### config.mk
export PLATFORM = sky130hd
export DESIGN_NAME = pq_req_buffer
export DESIGN_NICKNAME = d
export VERILOG_FILES = /design/src/rtl/pq_pkg.sv /design/src/rtl/pq_req_fifo.sv /design/src/rtl/pq_req_buffer.sv
export SDC_FILE = /design/constraint.sdc
export NUM_CORES = 1
export LEC_CHECK = 0
export ABC_AREA = 1
export CAP_MARGIN = 30
export CORE_MARGIN = 4
export CORE_UTILIZATION = 47
export DETAILED_ROUTE_END_ITERATION = 7
export PLACE_DENSITY_LB_ADDON = 0.12
export SETUP_SLACK_MARGIN = 0.15
export SKIP_LAST_GASP = 1
export SYNTH_ARGS = -nofsm -noshare
export SYNTH_HDL_FRONTEND = slang
export SYNTH_HIERARCHICAL = 1
export SYNTH_SLANG_ARGS = --single-unit
### constraint.sdc
create_clock -name clk -period 1.95 [get_ports clk]
set_input_delay 0.195 -clock clk [delete_from_list [all_inputs] [get_ports clk]]
set_output_delay 0.195 -clock clk [all_outputs]
set_load 0.01 [all_outputs]
### src/rtl/pq_pkg.sv
// rtl/pq_pkg.sv - shared key-value, command and state types for the priority-queue devices and their front-end
package pq_pkg;

    localparam int KEY_WIDTH = 8;
    localparam int VAL_WIDTH = 8;

    // Empty-slot sentinel: largest key, zero value.
    localparam logic [KEY_WIDTH-1:0] KEY0 = '1;
    localparam logic [VAL_WIDTH-1:0] VAL0 = '0;

    typedef struct packed {
        logic [KEY_WIDTH-1:0] key;
        logic [VAL_WIDTH-1:0] val;
    } kv_t;

    localparam kv_t KV0 = '{key: KEY0, val: VAL0};

    typedef enum logic [0:0] {
        PQ_OP_ENQ = 1'b0,
        PQ_OP_DEQ = 1'b1
    } pq_op_t;

    typedef struct packed {
        pq_op_t op;
        kv_t    kv;
    } pq_req_t;

    localparam int PQ_REQ_DEPTH = 4;

    typedef enum logic [1:0] {
        REQ_IDLE = 2'd0,
        REQ_WAIT = 2'd1,
        REQ_RSP  = 2'd2
    } req_state_t;

    function automatic logic [15:0] sat_inc16(input logic [15:0] v);
        return (v == 16'hFFFF) ? v : v + 16'd1;
    endfunction

endpackage

### src/rtl/pq_req_fifo.sv
// rtl/pq_req_fifo.sv - synchronous command FIFO of pq_req_t entries
//   clk, rst (async, active-low) ; push + din write an entry (ignored when full)
//   pop drops the head (ignored when empty) ; full, empty, head describe the contents
module pq_req_fifo
    import pq_pkg::*;
#(
    parameter int DEPTH = PQ_REQ_DEPTH
) (
    input  logic    clk,
    input  logic    rst,
    input  logic    push,
    input  pq_req_t din,
    input  logic    pop,
    output logic    full,
    output logic    empty,
    output pq_req_t head
);

    localparam int PTR_W = $clog2(DEPTH);

    pq_req_t          mem [DEPTH];
    logic [PTR_W-1:0] wr_ptr;
    logic [PTR_W-1:0] rd_ptr;
    logic [PTR_W:0]   count;
    logic             do_push;
    logic             do_pop;

    assign do_push = push && !full;
    assign do_pop  = pop && !empty;

    // Pointers wrap naturally because DEPTH is a power of two.
    always_ff @(posedge clk or negedge rst) begin
        if (!rst) begin
            wr_ptr <= '0;
            rd_ptr <= '0;
            count  <= '0;
        end else begin
            if (do_push) wr_ptr <= wr_ptr + 1'b1;
            if (do_pop)  rd_ptr <= rd_ptr + 1'b1;
            case ({do_push, do_pop})
                2'b10:   count <= count + 1'b1;
                2'b01:   count <= count - 1'b1;
                default: count <= count;
            endcase
        end
    end

    // Storage needs no reset: count gates every read of it.
    always_ff @(posedge clk) begin
        if (do_push) mem[wr_ptr] <= din;
    end

    assign full  = (count == (PTR_W+1)'(DEPTH));
    assign empty = (count == '0);
    assign head  = mem[rd_ptr];

endmodule

### src/rtl/pq_req_buffer.sv
// rtl/pq_req_buffer.sv - command buffer and one-at-a-time issuer in front of a priority queue
//   req_*  : producer ENQ/DEQ commands (valid/ready), buffered in pq_req_fifo
//   rsp_*  : one response per command, in order (valid/ready): op, dequeued kv, error flag
//   pq_*   : issue strobes and kv to the PQ, head/status back from it
//   clk, rst (async, active-low)
//   Optional build macro PQ_REQ_STATS_EN adds stat_enq/stat_deq/stat_err (16-bit, saturating).
module pq_req_buffer
    import pq_pkg::*;
#(
    parameter int DEPTH = PQ_REQ_DEPTH
) (
    input  logic        clk,
    input  logic        rst,
    input  logic        req_valid,
    output logic        req_ready,
    input  pq_op_t      req_op,
    input  kv_t         req_kv,
    output logic        rsp_valid,
    input  logic        rsp_ready,
    output pq_op_t      rsp_op,
    output kv_t         rsp_kv,
    output logic        rsp_err,
    output logic        pq_enq,
    output logic        pq_deq,
    output kv_t         pq_kvi,
    input  kv_t         pq_kvo,
    input  logic        pq_full,
    input  logic        pq_empty,
    input  logic        pq_busy
`ifdef PQ_REQ_STATS_EN
    ,
    output logic [15:0] stat_enq,
    output logic [15:0] stat_deq,
    output logic [15:0] stat_err
`endif
);

    req_state_t state;
    req_state_t state_nxt;

    logic    fifo_full;
    logic    fifo_empty;
    pq_req_t head;
    pq_req_t push_req;
    logic    push;

    logic launch;
    logic issue_enq;
    logic issue_deq;
    logic issue_err;

    assign req_ready = !fifo_full;
    assign push      = req_valid && req_ready;
    assign push_req  = '{op: req_op, kv: req_kv};

    pq_req_fifo #(
        .DEPTH (DEPTH)
    ) u_fifo (
        .clk   (clk),
        .rst   (rst),
        .push  (push),
        .din   (push_req),
        .pop   (launch),
        .full  (fifo_full),
        .empty (fifo_empty),
        .head  (head)
    );

    // A head command leaves the FIFO whenever IDLE sees the PQ free; it
    // either issues or is answered with an error without touching the PQ.
    always_comb begin
        launch    = (state == REQ_IDLE) && !fifo_empty && !pq_busy;
        issue_enq = launch && (head.op == PQ_OP_ENQ) && !pq_full;
        issue_deq = launch && (head.op == PQ_OP_DEQ) && !pq_empty;
        issue_err = launch && !issue_enq && !issue_deq;
    end

    always_ff @(posedge clk or negedge rst) begin
        if (!rst) state <= REQ_IDLE;
        else      state <= state_nxt;
    end

    // WAIT always spends at least one cycle, so a busy raised by the PQ
    // one cycle after the strobe is still observed.
    always_comb begin
        state_nxt = state;
        case (state)
            REQ_IDLE: if (launch)    state_nxt = issue_err ? REQ_RSP : REQ_WAIT;
            REQ_WAIT: if (!pq_busy)  state_nxt = REQ_RSP;
            REQ_RSP:  if (rsp_ready) state_nxt = REQ_IDLE;
            default:                 state_nxt = REQ_IDLE;
        endcase
    end

    always_comb begin
        rsp_valid = (state == REQ_RSP);
        pq_enq    = issue_enq;
        pq_deq    = issue_deq;
        pq_kvi    = issue_enq ? head.kv : KV0;
    end

    // Response fields are latched at launch and held until the next launch,
    // so they are stable throughout RSP. pq_kvo is only valid at issue time.
    always_ff @(posedge clk or negedge rst) begin
        if (!rst) begin
            rsp_op  <= PQ_OP_ENQ;
            rsp_kv  <= KV0;
            rsp_err <= 1'b0;
        end else if (launch) begin
            rsp_op  <= head.op;
            rsp_kv  <= issue_deq ? pq_kvo : KV0;
            rsp_err <= issue_err;
        end
    end

`ifdef PQ_REQ_STATS_EN
    always_ff @(posedge clk or negedge rst) begin
        if (!rst) begin
            stat_enq <= '0;
            stat_deq <= '0;
            stat_err <= '0;
        end else begin
            if (issue_enq) stat_enq <= sat_inc16(stat_enq);
            if (issue_deq) stat_deq <= sat_inc16(stat_deq);
            if (issue_err) stat_err <= sat_inc16(stat_err);
        end
    end
`endif

endmodule
# --- After elaboration in Yosys (flattened, before gate mapping) ---
# Memory sizes are Yosys's and may differ from the RTL's.
# Index checks and enable logic that the tools add are counted.
op_classes:
  reduce_logical: 22
  muxes: 10
  eq_ne: 8
  addsub: 4
  n_bitwise: 1
op_table:
  columns: ["op", "n"]
  rows:
  - ["$mux W16", 2]
  - ["$logic_and A1 B1 Y1", 11]
  - ["$mux W2", 4]
  - ["$logic_not A1 Y1", 7]
  - ["$pmux W2 S3", 1]
  - ["$pmux W3 S2", 1]
  - ["$add A2 B1 Y2 const B", 2]
  - ["$eq A2 B1 Y1 const B", 2]
  - ["$eq A2 B2 Y1 const B", 2]
  - ["$ne A2 B1 Y1 const B", 2]
  - ["$add A3 B1 Y3 const B", 1]
  - ["$eq A3 B3 Y1 const B", 1]
  - ["$logic_not A3 Y1", 1]
  - ["$reduce_and A3 Y1", 1]
  - ["$sub A3 B1 Y3 const B", 1]
  - ["$logic_not A2 Y1", 1]
  - ["$mux W1", 2]
  - ["$ne A2 B2 Y1 const B", 1]
  - ["$reduce_bool A2 Y1", 1]
  - ["$not A1 Y1", 1]
word_totals:
  register_bits: 27
  memories: 1
  mem_bits_rw: 68
  word_cells: 54
memory_table:
  columns: ["memory", "words", "width", "read_ports", "rd_ports_with_merged_regs", "wr", "line", "rtl"]
  rows:
  - ["u_fifo.mem", 4, 17, 1, 0, 1, "pq_req_fifo.sv:21", "pq_req_t mem [DEPTH];"]

# --- Logic depth before layout (Yosys ltp) ---
depth:
  word_depth: 12
  ltp_mapped: 17

# --- Hierarchy ---
# Netlist, hierarchy kept.
by_module_without_submodules:
  columns: ["module", "cells_per_inst", "instances", "seq_area_each_um2", "area_each_um2"]
  rows:
  - ["pq_req_fifo", 259, 1, 2217.1, 3189.3]
  - ["pq_req_buffer", 114, 1, 510.5, 1022.2]

# --- Least setup slack after synthesis ---
# Ideal clock, no wire load.
synth_timing:
  kind: "register -> register"
  startpoint: "register u_fifo.count[0]"
  endpoint: "memory u_fifo/mem[0][0] (netlist bit), enable pin"
  path_slack_ns: -0.109
  period_less_slack_ns: 2.059
  stages_incl_launch_ff: 7
  arrival_ns: 1.668
  required_time_ns: 1.559
  cell_sequence: "dfrtp_1 -> inv_1 -> nand3_1 -> inv_1 -> nor2_1 -> nand2_1 -> nor2_1"
synth_between:
  elab_chain_len: 6
synth_rtl:
  columns: ["item", "line", "rtl"]
  rows:
  - ["start, declared", "pq_req_fifo.sv:24", "logic [PTR_W:0] count;"]
  - ["start signal, assigned", "pq_req_fifo.sv:41", "2'b10: count <= count + 1'b1;"]
  - ["start signal, assigned", "pq_req_fifo.sv:42", "2'b01: count <= count - 1'b1;"]
  - ["start signal, assigned", "pq_req_fifo.sv:43", "default: count <= count;"]
  - ["$eq A3 B3 Y1", "pq_req_fifo.sv:53", "assign full = (count == (PTR_W+1)'(DEPTH));"]
  - ["net fifo_full", "pq_req_buffer.sv:41", "logic fifo_full;"]
  - ["$logic_not A1 Y1", "pq_req_buffer.sv:52", "assign req_ready = !fifo_full;"]
  - ["$logic_and A1 B1 Y1", "pq_req_buffer.sv:53", "assign push = req_valid && req_ready;"]
  - ["net push", "pq_req_buffer.sv:45", "logic push;"]
  - ["$logic_and A1 B1 Y1", "pq_req_fifo.sv:28", "assign do_push = push && !full;"]
  - ["$mux W1", "pq_req_fifo.sv:50", "if (do_push) mem[wr_ptr] <= din;"]
  - ["$mux W1 (not written as such)", "pq_req_fifo.sv:50", null]
  - ["end, declared", "pq_req_fifo.sv:21", null]
# The timed path passes the listed nets, and every way through them passes these cells.

==> metrics.txt <==
ys async rst share=28.4%; layer carrying the most global-route usage=met2; Setup WS post-layout=-0.142 ns; critical path class=reg2out; Sw Ratio=35.0%; Post-synth EDFFs=68; number of global-route vias before repair=2,874; Switching Power=2.91 mW; clock transition at the registers of the reported paths=0.09 ns; status=finished with violations; Worst Hold Slack=0.206 ns; final cycle utilization of the critical path=107%; routability congestion estimate=0.797; Max-Slew Margin vs Limit=75.6%; maximum fanout along the worst path=9; wire length of the first global-routing pass=13,600 µm; Area Growth Syn to Fin=38.1%; Max Root-Sink Buffers=2; number of synthesized register bits=95; highest ir drop seen on vdd=0.588 mV; library cell contributing the largest single delay on the critical path=sky130_fd_sc_hd__dfrtp_1; cell-internal power=5.40 mW; global-route track usage on met2=28.2%; total number of clock tree sinks=95; number of placement rows=34; detailed placer's ending HPWL=5450 µm; CTS H-tree lvls=3; upper clock frequency limit=478 MHz; R2R setup slack=0.01 ns; violated checks=setup timing; sequential share of power=36.4%; count of cell types in the netlist=27; CTS root buf=sky130_fd_sc_hd__clkbuf_8; number of antenna violations at the first check in global routing=0; worst flop-to-flop path startpoint=u_fifo/count[2]$_DFFE_PN0P_; final count of pins violating max slew=0; cell mode on critical path=sky130_fd_sc_hd__nand2_1; portion of total power attributed to combinational logic=47.1%; Total GRT Usage=16.8%; routed length per placed instance=14.5 µm; sequential cell area fraction in the yosys report=64.8%; static leakage power=2.55 nW; fraction of final layout cells sized beyond drive strength 1=30.1%; ANT nets after route=0; Critical Path, Cell by Cell=inv_2 > nand2_1 > o211ai_1 > nand2_1 > nor2_4 > nand2_4 > buf_12 > or2_1 > buf_2; Synthesized Nets=419; category of the worst setup path capture point=output port; post-layout min period=2.09 ns; power share of the clock group=16.5%; clock tree from TritonCTS=done; combined area of all synthesized cells=4210 µm²; GR met3 Demand/Resource=3.79%; number of primary I/O pins=78; number of buffers added by the clock tree synthesis step=9; Worst-Margin Slew=0.365 ns; yosys warns=6; Port Buffers=77; Post-route DRC=0; clock network latency to the later pin of the worst-skew pair=0.35 ns; pwr dens=1430 nW/µm²; via-per-instance ratio=4.79; min-delay worst type=in2async; detailed-routing iteration count for the pre-antenna-repair pass=4; mean post-synth cell area=11.3 µm²; family of cells with the greatest summed delay on the critical path=simple AND/OR/NAND/NOR gates; maximum number of pins on one net before global-route repair=46; RSZ-0062 raised after global routing=yes; Layout Nets=547; final hold violation count=0; Cells after Synth=373; worst stage delay on the critical path=0.40 ns; Setup Total Neg Slack=-1.68 ns; floorplan core area=8720 µm²; Die Footprint=10,500 µm²; routing usage on met1=20.9%; required time reported for the critical path endpoint=1.75 ns; DIE WIDTH=103 µm; n_diodes=0; Critical path origin=u_fifo/rd_ptr[0]$_DFFE_PN0P_; Most used DFF post-synth=sky130_fd_sc_hd__edfxtp_1; global route overflow=0; CP arrival=1.90 ns; total via count after detailed routing=2,939; Initial DRC Count=181; total wirelength of the detailed-routed design=8880 µm; initial cell density of the core=48.3%; clock skew after layout=0.0103 ns; Setup crit start kind=flip-flop; total of endpoints with negative setup slack in the final report=17; number of buffers and inverters on the critical path=3; maxcap violations=0; pre-CTS WS=-0.159 ns; die span in y=103 µm
## path summary, 6_finish.rpt
check,cells after the start,to
max,9,pq_kvi[15]
min,2,u_fifo/wr_ptr[0]$_DFFE_PN0P_
max reg2reg,15,u_fifo/count[2]$_DFFE_PN0P_
min reg2reg,2,rsp_op$_DFFE_PN0N_
max in group asynchronous,2,rsp_kv[14]$_DFFE_PN1N_
min in group clk,3,rsp_kv[2]$_DFFE_PN0N_
## cell type report
type | instances | area (µm²)
multi-input cells | 195 | 1220
flip-flops and latches | 95 | 2730
inverters | 69 | 272
fillers | 624 | 2910
repair buffers | 131 | 1250
clock inverters | 6 | 86.3
well taps | 108 | 135
clock buffers | 9 | 124
## power groups by stage
stage	registers [mW]	clock network, mW	logic, mW
5_1_grt	3.08	1.50	4.29
3_3_place_gp	3.05	0	3.17
2_1_floorplan	3.13	0	1.86
6_report	3.03	1.37	3.91
3_5_place_dp	3.07	0	3.23
4_1_cts	3.03	1.41	3.53
## per-layer routing
| layer | part of all wire [%] | up-vias |
|---|---|---|
| met3 | 5.5 | 15 |
| li1 | - | 1470 |
| met1 | 44 | 1378 |
| met4 | 2.0 | 0 |
| met2 | 49 | 76 |
| met5 | 0 | - |
## cells in the mapped netlist (6+ instances only)
cell | n | area share, %
sky130_fd_sc_hd__buf_2 | 8 | 0.95
sky130_fd_sc_hd__buf_6 | 6 | 1.6
sky130_fd_sc_hd__dfrtp_1 | 19 | 11
sky130_fd_sc_hd__dfstp_2 | 8 | 5.0
sky130_fd_sc_hd__edfxtp_1 | 68 | 48
sky130_fd_sc_hd__inv_1 | 64 | 5.7
sky130_fd_sc_hd__nand2_1 | 104 | 9.3
sky130_fd_sc_hd__nand3_1 | 8 | 0.95
sky130_fd_sc_hd__nor2_1 | 9 | 0.80
sky130_fd_sc_hd__nor2_2 | 8 | 1.2
sky130_fd_sc_hd__o211ai_1 | 25 | 4.5
sky130_fd_sc_hd__o211ai_2 | 9 | 2.7
sky130_fd_sc_hd__or2_1 | 8 | 1.2
## registers in the layout, summed over array words and instances (netlist names)
register	flops
rsp_err	1
rsp_kv	16
u_fifo/rd_ptr	2
state	2
u_fifo/wr_ptr	2
u_fifo/count	3
u_fifo/mem	68
rsp_op	1
## cells by family after synthesis
group	share of synthesized area (%)
xor+xnor	0.208
compound gates	9.06
fa+ha+maj	1.96
simple gates	15.3
flops	64.8
buf+inv	8.70
## cells in the final DEF, fill, tap and decap left out, types with 11 or more instances in the layout
cell type and count:
sky130_fd_sc_hd__buf_2 13, sky130_fd_sc_hd__nor2_2 11, sky130_fd_sc_hd__buf_6 12, sky130_fd_sc_hd__o211ai_1 25, sky130_fd_sc_hd__buf_4 36, sky130_fd_sc_hd__edfxtp_1 68, sky130_fd_sc_hd__dfrtp_1 19, sky130_fd_sc_hd__inv_1 56
sky130_fd_sc_hd__clkdlybuf4s50_1 58, sky130_fd_sc_hd__nand2_1 99
## what timing repair did
| item | 4_1_cts | 5_1_grt |
|---|---|---|
| cloned | 0 | 2 |
| setup endpoints to repair | 21 | 76 |
| setup buffers | 15 | 11 |
| pin swaps | 12 | 18 |
| hold buffers | 0 | 0 |
| resized for setup | 84 | 27 |
## stage by stage
step	total power [mW]	instance area, µm²	utilization (%)	cells
floorplan	4.99	4220	-	373
global placement	6.22	5290	60.6	570
detailed placement	6.30	5290	60.6	570
CTS	7.96	5600	64.2	600
global route	8.87	5820	66.7	613
finish	8.32	5820	66.7	613
No activity file was read; power rests on OpenSTA's default activity.
